## config.mk

```make
export PLATFORM = sky130hd
export DESIGN_NAME = cnn_conv_acc_requant
export DESIGN_NICKNAME = d
export VERILOG_FILES = /design/src/rtl/cnn_acc_pkg.sv /design/src/rtl/cnn_conv_acc_requant_rq.sv /design/src/rtl/cnn_conv_acc_requant.sv
export SDC_FILE = /design/constraint.sdc
export NUM_CORES = 1
export LEC_CHECK = 0
export BUFFER_PORTS_ARGS = -buffer_cell sky130_fd_sc_hd__buf_2
export CAP_MARGIN = 5
export CORE_UTILIZATION = 35
export CTS_CLUSTER_DIAMETER = 50
export DETAILED_ROUTE_END_ITERATION = 8
export GPL_TIMING_DRIVEN = 0
export PLACE_DENSITY = 0.61
export SLEW_MARGIN = 20
export SYNTH_ARGS = -nofsm -noshare
export SYNTH_HDL_FRONTEND = slang
export SYNTH_SLANG_ARGS = --single-unit
```

## constraint.sdc

```tcl
create_clock -name ap_clk -period 4.1 [get_ports ap_clk]
set_clock_uncertainty 0.15 [all_clocks]
set_input_delay 0.205 -clock ap_clk [delete_from_list [all_inputs] [get_ports ap_clk]]
set_output_delay 0.205 -clock ap_clk [all_outputs]
set_load 0.03 [all_outputs]
```

## src/rtl/cnn_acc_pkg.sv

```systemverilog
// Shared widths, FSM encoding and requantization helpers for the conv2
// accumulate/requantize stage.
package cnn_acc_pkg;

  localparam int PROD_W = 22;
  localparam int ACC_W  = 32;
  localparam int OUT_W  = 8;

  typedef enum logic {
    ST_ACC = 1'b0,
    ST_RQ  = 1'b1
  } state_e;

  // Half an LSB of the shifted result, added before the arithmetic shift.
  function automatic int round_const(input int shift);
    return 1 << (shift - 1);
  endfunction

  function automatic int clip_max(input int out_w);
    return (1 << (out_w - 1)) - 1;
  endfunction

  function automatic int clip_min(input int out_w);
    return -(1 << (out_w - 1));
  endfunction

  // bias + KLEN products must fit the accumulator without wrapping.
  function automatic bit klen_legal(input int klen, input int acc_w, input int prod_w);
    return (klen >= 1) && (klen <= (1 << (acc_w - prod_w - 1)));
  endfunction

endpackage

```

## src/rtl/cnn_conv_acc_requant_rq.sv

```systemverilog
// Combinational requantizer: round-half-up, arithmetic shift, saturate to
// OUT_W and optional ReLU. sat_o reports clipping to the OUT_W range.
module cnn_requant_sat #(
  parameter int ACC_W = 32,
  parameter int SHIFT = 6,
  parameter int OUT_W = 8,
  parameter int RELU  = 1
) (
  input  logic signed [ACC_W-1:0] sum_i,
  output logic signed [OUT_W-1:0] data_o,
  output logic                    sat_o
);
  import cnn_acc_pkg::*;

  // One guard bit so the rounding add cannot wrap near the accumulator limit.
  localparam int EXT_W = ACC_W + 1;
  localparam logic signed [EXT_W-1:0] RND  = EXT_W'(round_const(SHIFT));
  localparam logic signed [EXT_W-1:0] MAXV = EXT_W'(clip_max(OUT_W));
  localparam logic signed [EXT_W-1:0] MINV = EXT_W'(clip_min(OUT_W));

  logic signed [EXT_W-1:0] rnd_s;
  logic signed [EXT_W-1:0] shr_s;
  logic signed [EXT_W-1:0] clip_s;

  always_comb begin
    rnd_s  = EXT_W'(sum_i) + RND;
    shr_s  = rnd_s >>> SHIFT;
    clip_s = shr_s;
    sat_o  = 1'b0;
    if (shr_s > MAXV) begin
      clip_s = MAXV;
      sat_o  = 1'b1;
    end else if (shr_s < MINV) begin
      clip_s = MINV;
      sat_o  = 1'b1;
    end
    data_o = clip_s[OUT_W-1:0];
    if ((RELU != 0) && (clip_s < 0)) begin
      data_o = '0;
    end
  end

endmodule

```

## src/rtl/cnn_conv_acc_requant.sv

```systemverilog
// Accumulates KLEN signed products plus a per-window bias, then requantizes
// the window sum into a held AXI-stream style output register.
module cnn_conv_acc_requant #(
  parameter int PROD_W = cnn_acc_pkg::PROD_W,
  parameter int ACC_W  = cnn_acc_pkg::ACC_W,
  parameter int KLEN   = 9,
  parameter int SHIFT  = 6,
  parameter int OUT_W  = cnn_acc_pkg::OUT_W,
  parameter int RELU   = 1
) (
  input  logic                     ap_clk,
  input  logic                     ap_rst_n,
  input  logic signed [PROD_W-1:0] prod_tdata,
  input  logic                     prod_tvalid,
  output logic                     prod_tready,
  input  logic signed [PROD_W-1:0] bias,
  output logic signed [OUT_W-1:0]  out_tdata,
  output logic                     out_tvalid,
  input  logic                     out_tready,
  output logic                     sat_flag
);
  import cnn_acc_pkg::*;

  if (!klen_legal(KLEN, ACC_W, PROD_W)) begin : g_bad_klen
    $error("KLEN outside 1..2^(ACC_W-PROD_W-1)");
  end
  if (SHIFT < 1) begin : g_bad_shift
    $error("SHIFT must be at least 1");
  end

  localparam int CNT_W = (KLEN > 1) ? $clog2(KLEN) : 1;
  localparam logic [CNT_W-1:0] CNT_LAST = CNT_W'(KLEN - 1);

  state_e                   state_q, state_d;
  logic [CNT_W-1:0]         cnt_q, cnt_d;
  logic signed [ACC_W-1:0]  acc_q, acc_d;
  logic signed [ACC_W-1:0]  sum_q, sum_d;
  logic signed [OUT_W-1:0]  out_data_q, out_data_d;
  logic                     out_vld_q, out_vld_d;
  logic                     sat_q, sat_d;
  logic                     ready_q, ready_d;

  logic signed [ACC_W-1:0]  base;
  logic signed [ACC_W-1:0]  total;
  logic signed [OUT_W-1:0]  rq_data;
  logic                     rq_sat;
  logic                     accept;

  cnn_requant_sat #(
    .ACC_W (ACC_W),
    .SHIFT (SHIFT),
    .OUT_W (OUT_W),
    .RELU  (RELU)
  ) u_rq (
    .sum_i  (sum_q),
    .data_o (rq_data),
    .sat_o  (rq_sat)
  );

  // ready_q mirrors the next state so prod_tready never sees out_tready.
  assign accept      = prod_tvalid && ready_q;
  assign prod_tready = ready_q;
  assign out_tdata   = out_data_q;
  assign out_tvalid  = out_vld_q;
  assign sat_flag    = sat_q;

  always_comb begin
    state_d    = state_q;
    cnt_d      = cnt_q;
    acc_d      = acc_q;
    sum_d      = sum_q;
    out_data_d = out_data_q;
    out_vld_d  = out_vld_q;
    sat_d      = sat_q;

    base  = (cnt_q == '0) ? ACC_W'(bias) : acc_q;
    total = base + ACC_W'(prod_tdata);

    if (accept) begin
      if (cnt_q == CNT_LAST) begin
        sum_d   = total;
        cnt_d   = '0;
        state_d = ST_RQ;
      end else begin
        acc_d = total;
        cnt_d = cnt_q + 1'b1;
      end
    end

    if (out_vld_q && out_tready) begin
      out_vld_d = 1'b0;
    end
    // A drain and a load in the same cycle keep out_tvalid high with no bubble.
    if ((state_q == ST_RQ) && (!out_vld_q || out_tready)) begin
      out_data_d = rq_data;
      sat_d      = rq_sat;
      out_vld_d  = 1'b1;
      state_d    = ST_ACC;
    end

    ready_d = (state_d == ST_ACC);
  end

  always_ff @(posedge ap_clk) begin
    if (!ap_rst_n) begin
      state_q    <= ST_ACC;
      cnt_q      <= '0;
      acc_q      <= '0;
      sum_q      <= '0;
      out_data_q <= '0;
      out_vld_q  <= 1'b0;
      sat_q      <= 1'b0;
      ready_q    <= 1'b0;
    end else begin
      state_q    <= state_d;
      cnt_q      <= cnt_d;
      acc_q      <= acc_d;
      sum_q      <= sum_d;
      out_data_q <= out_data_d;
      out_vld_q  <= out_vld_d;
      sat_q      <= sat_d;
      ready_q    <= ready_d;
    end
  end

endmodule
```

==> impl_metrics.prom <==
# TYPE chip_impl_metric gauge
chip_impl_metric{name="slew_headroom",unit="%"} 40.16
chip_impl_metric{name="synth_enable_flop_cells",unit=""} 0
chip_impl_info{name="worstSetupStartpoint",value="cnt_q[0]"} 1
chip_impl_metric{name="holdBufCountCts",unit=""} 0
chip_impl_metric{name="detailedRoute.firstPassIterationCount",unit=""} 5
chip_impl_metric{name="crit_path_max_fanout",unit=""} 10
chip_impl_metric{name="tritoncts_num_sinks",unit=""} 75
chip_impl_metric{name="nets",unit=""} 919
chip_impl_metric{name="placeableCoreArea",unit="µm²"} 15310
chip_impl_metric{name="cts-root-to-sink-buffers",unit=""} 2
chip_impl_metric{name="routed_wire_length_per_instance",unit="µm"} 15.00
chip_impl_info{name="path_cells",value="inv_1 > ha_2 > and2_2 > clkbuf_4 > nand2_1 > nand2_1 > ha_1 > clkbuf_1 > a21oi_1 > nand2b_1 > nor4_1 > o21ai_2 > a21oi_2 > o21ai_2 > a31oi_1 > mux2i_1 > a31o_2"} 1
chip_impl_metric{name="first_global_vias",unit=""} 4933
chip_impl_metric{name="detail_route.vias_per_cell",unit=""} 5.270
chip_impl_info{name="hold_class",value="input pin to flip-flop"} 1
chip_impl_metric{name="slew_violations",unit=""} 0
chip_impl_metric{name="ys_seq_area_share",unit="%"} 27.07
chip_impl_info{name="root_buffer",value="sky130_fd_sc_hd__clkbuf_16"} 1
chip_impl_metric{name="floorplan.die_area",unit="µm²"} 16350
chip_impl_metric{name="die_width",unit="µm"} 127.9
chip_impl_metric{name="leakagePower",unit="nW"} 2.718
chip_impl_metric{name="post_synth_instance_area",unit="µm²"} 5547
chip_impl_metric{name="cts-buffers-inserted",unit=""} 9
chip_impl_info{name="worstReg2RegStart",value="cnt_q[0]"} 1
chip_impl_info{name="synth_ff_type",value="sky130_fd_sc_hd__dfxtp_1"} 1
chip_impl_metric{name="place_ws",unit="ns"} -0.4139
chip_impl_metric{name="syn_to_final_growth",unit="%"} 17.12
chip_impl_metric{name="fin_ws",unit="ns"} 0.1897
chip_impl_metric{name="via_count",unit=""} 5539
chip_impl_metric{name="async_reset_ff_share",unit="%"} 0
chip_impl_info{name="cp_top_family",value="compound AO/OA/AOI/OAI gates"} 1
chip_impl_metric{name="cp_data_required_time",unit="ns"} 4.19
chip_impl_metric{name="grt.overflow.total",unit=""} 0
chip_impl_metric{name="antenna_found_initial",unit=""} 0
chip_impl_metric{name="totalWireLength",unit="mm"} 15.77
chip_impl_metric{name="max-vdd-ir-drop",unit="V"} 0.0002182
chip_impl_metric{name="slowest_delay",unit="ns"} 0.41
chip_impl_info{name="synth_top_cells_by_count",value="sky130_fd_sc_hd__nand2_1, sky130_fd_sc_hd__a21oi_1, sky130_fd_sc_hd__dfxtp_1"} 1
chip_impl_metric{name="synth.net_count",unit=""} 847
chip_impl_info{name="worstSetupEndpointType",value="flip-flop"} 1
chip_impl_metric{name="clk-insertion-delay-late",unit="ns"} 0.34
chip_impl_metric{name="finalHoldViolCount",unit=""} 0
chip_impl_metric{name="row_count",unit=""} 45
chip_impl_metric{name="grt_start_max_net_pins",unit=""} 15
chip_impl_metric{name="power-per-cell-area",unit="nW/µm²"} 337.4
chip_impl_metric{name="grt_first_pass_wirelength",unit="mm"} 25.79
chip_impl_info{name="worst_path_max_delay_cell",value="sky130_fd_sc_hd__dfxtp_1"} 1
chip_impl_metric{name="initial_core_util",unit="%"} 36.22
chip_impl_metric{name="yosys_register_bits",unit=""} 75
chip_impl_metric{name="die-height",unit="µm"} 127.9
chip_impl_metric{name="gr-usage-all-layers",unit="%"} 20.13
chip_impl_metric{name="yosys_top_cell_area_share",unit="%"} 27.07
chip_impl_info{name="startpoint_type",value="flip-flop"} 1
chip_impl_metric{name="timing.critical_path.arrival",unit="ns"} 4.00
chip_impl_info{name="status",value="completed"} 1
chip_impl_metric{name="post-route-drc-count",unit=""} 0
chip_impl_metric{name="postLayoutCoreUtil",unit="%"} 42.42
chip_impl_metric{name="drt_iter0_drc",unit=""} 444
chip_impl_metric{name="clk_transition_reported_paths",unit="ns"} 0.07
chip_impl_metric{name="rrSetupSlack",unit="ns"} 0.19
chip_impl_metric{name="place.port_buffers",unit=""} 58
chip_impl_metric{name="final_layout_size_suffix_gt1_share",unit="%"} 14.17
chip_impl_metric{name="io_pins",unit=""} 59
chip_impl_info{name="hold_start",value="prod_tvalid"} 1
chip_impl_metric{name="yosys.cell_types.count",unit=""} 69
chip_impl_metric{name="final.period_utilization",unit="%"} 95.37
chip_impl_metric{name="antenna_left",unit=""} 0
chip_impl_info{name="tritoncts",value="built"} 1
chip_impl_info{name="most_frequent_cell_after_synthesis",value="sky130_fd_sc_hd__nand2_1"} 1
chip_impl_info{name="synth_area_leader_cell",value="sky130_fd_sc_hd__dfxtp_1"} 1
chip_impl_metric{name="setup_violations",unit=""} 0
chip_impl_metric{name="routability_cong",unit=""} 0.8760
chip_impl_metric{name="h_tree_lvls",unit=""} 3
chip_impl_metric{name="placed_cell_area",unit="µm²"} 6101
chip_impl_metric{name="fmax",unit="MHz"} 255.7
chip_impl_metric{name="place.detailed.hpwl",unit="mm"} 11.99
chip_impl_metric{name="synth_cells",unit=""} 763
chip_impl_metric{name="timing.critical_path.buf_inv",unit=""} 3
chip_impl_metric{name="timing.hold.ws",unit="ns"} 0.02402
chip_impl_metric{name="worst_pin_slew",unit="ns"} 0.8907
chip_impl_metric{name="min_period",unit="ns"} 3.910
chip_impl_metric{name="antennaDiodeCount",unit=""} 0
chip_impl_metric{name="report.power.total",unit="mW"} 2.192
chip_impl_info{name="yosys-top-cells-area",value="sky130_fd_sc_hd__dfxtp_1, sky130_fd_sc_hd__nand2_1, sky130_fd_sc_hd__ha_1, sky130_fd_sc_hd__a21oi_1, sky130_fd_sc_hd__nand3_1"} 1
chip_impl_metric{name="cap_viol_max_count",unit=""} 0
chip_impl_info{name="setup.worst_path.class",value="flip-flop to flip-flop"} 1
chip_impl_metric{name="mean_cell_area_of_the_mapped_netlist",unit="µm²"} 7.269
chip_impl_metric{name="synth-warning-count",unit=""} 0
chip_impl_metric{name="final_cell_area",unit="µm²"} 6496
[power breakdown]
group / leakage (nW) / switching [mW] / internal (mW)
Combinational: 1.97 / 0.382 / 0.232
Clock: 0.143 / 0.349 / 0.451
Sequential: 0.609 / 0.0180 / 0.759
Total: 2.72 / 0.749 / 1.44
[metal layers]
| layer | vias up | share of wire, % | track usage (%) |
|---|---|---|---|
| met3 | 14 | 6.0 | 4.215 |
| li1 | 2860 | - | - |
| met1 | 2508 | 50 | 28.67 |
| met5 | - | 0 | 0 |
| met2 | 157 | 43 | 30.88 |
| met4 | 0 | 1.0 | 4.567 |
[final cells by class]
cell class	count	area (µm²)
plain buffers	45	205.2
flip-flops and latches	75	1501
well taps	211	264.0
multi-input cells	624	3846
fillers	1637	8818
clock inverters	5	42.54
inverters	19	71.32
clock buffers	11	252.7
repair buffers	61	312.8
[stage by stage]
| step | std cells | setup TNS [ns] |
|---|---|---|
| after floorplan | 763 | 0 |
| after global placement | 1032 | -2.976 |
| after detailed placement | 1032 | -3.073 |
| after CTS | 1048 | 0 |
| after global routing | 1051 | -0.06169 |
| final | 1051 | 0 |
[what timing repair did]
action | in CTS | in global routing
pin swaps | 0 | 3
endpoints found under the setup margin | 18 | 28
endpoints found under the hold margin | 0 | 0
setup buffers | 0 | 3
gates resized for setup | 11 | 15
[worst reg2reg max path, cell delays in order (launching register included)]
cell and delay (ns):
sky130_fd_sc_hd__dfxtp_1 0.41, sky130_fd_sc_hd__inv_1 0.07, sky130_fd_sc_hd__ha_2 0.22, sky130_fd_sc_hd__and2_2 0.22
sky130_fd_sc_hd__clkbuf_4 0.19, sky130_fd_sc_hd__nand2_1 0.09, sky130_fd_sc_hd__nand2_1 0.05, sky130_fd_sc_hd__ha_1 0.26
sky130_fd_sc_hd__clkbuf_1 0.21, sky130_fd_sc_hd__a21oi_1 0.33, sky130_fd_sc_hd__nand2b_1 0.10, sky130_fd_sc_hd__nor4_1 0.32
sky130_fd_sc_hd__o21ai_2 0.15, sky130_fd_sc_hd__a21oi_2 0.23, sky130_fd_sc_hd__o21ai_2 0.11, sky130_fd_sc_hd__a31oi_1 0.34
sky130_fd_sc_hd__mux2i_1 0.14, sky130_fd_sc_hd__a31o_2 0.22
[cells by family after synthesis]
kind of cell	share of synthesized area (%)
AOI/OAI and AO/OA	24.57
xor gates and xnor gates	5.053
DFF	27.07
and+or+nand+nor	28.40
muxes	1.850
buffers and inverters	4.805
adders and majority gates	8.256
[cells in the final DEF, fill, tap and decap left out, types with 10 or more instances in the layout]
master                     Yosys  layout
sky130_fd_sc_hd__xnor2_1      15      15
sky130_fd_sc_hd__nand3_1      36      36
sky130_fd_sc_hd__xor2_1       17      17
sky130_fd_sc_hd__and3_1       10      10
sky130_fd_sc_hd__a211oi_1     13      13
sky130_fd_sc_hd__a21o_1       23      23
sky130_fd_sc_hd__o21ai_0      32      28
sky130_fd_sc_hd__a21oi_1      80      77
sky130_fd_sc_hd__buf_2         6      64
sky130_fd_sc_hd__dfxtp_1      75      75
sky130_fd_sc_hd__nor3_1       11      10
sky130_fd_sc_hd__nor2_1       41      41
sky130_fd_sc_hd__nand4_1      11      11
sky130_fd_sc_hd__inv_1        19      19
sky130_fd_sc_hd__nand2_1     175     174
sky130_fd_sc_hd__clkbuf_1     34      30
sky130_fd_sc_hd__ha_1         35      34
[registers in the layout (all words and copies together), names as in the netlist]
| signal | count |
|---|---|
| sum_q | 27 |
| acc_q | 32 |
| state_q | 1 |
| cnt_q | 4 |
| out_tvalid | 1 |
| out_tdata | 8 |
| sat_flag | 1 |
| prod_tready | 1 |
[final timing paths]
path,cells after the start,endpoint
worst max-delay path,17,sum_q[29]
worst min-delay path,3,cnt_q[1]
worst max register to register,17,sum_q[29]
worst min register to register,2,acc_q[2]
No activity file was read; power rests on OpenSTA's default activity.
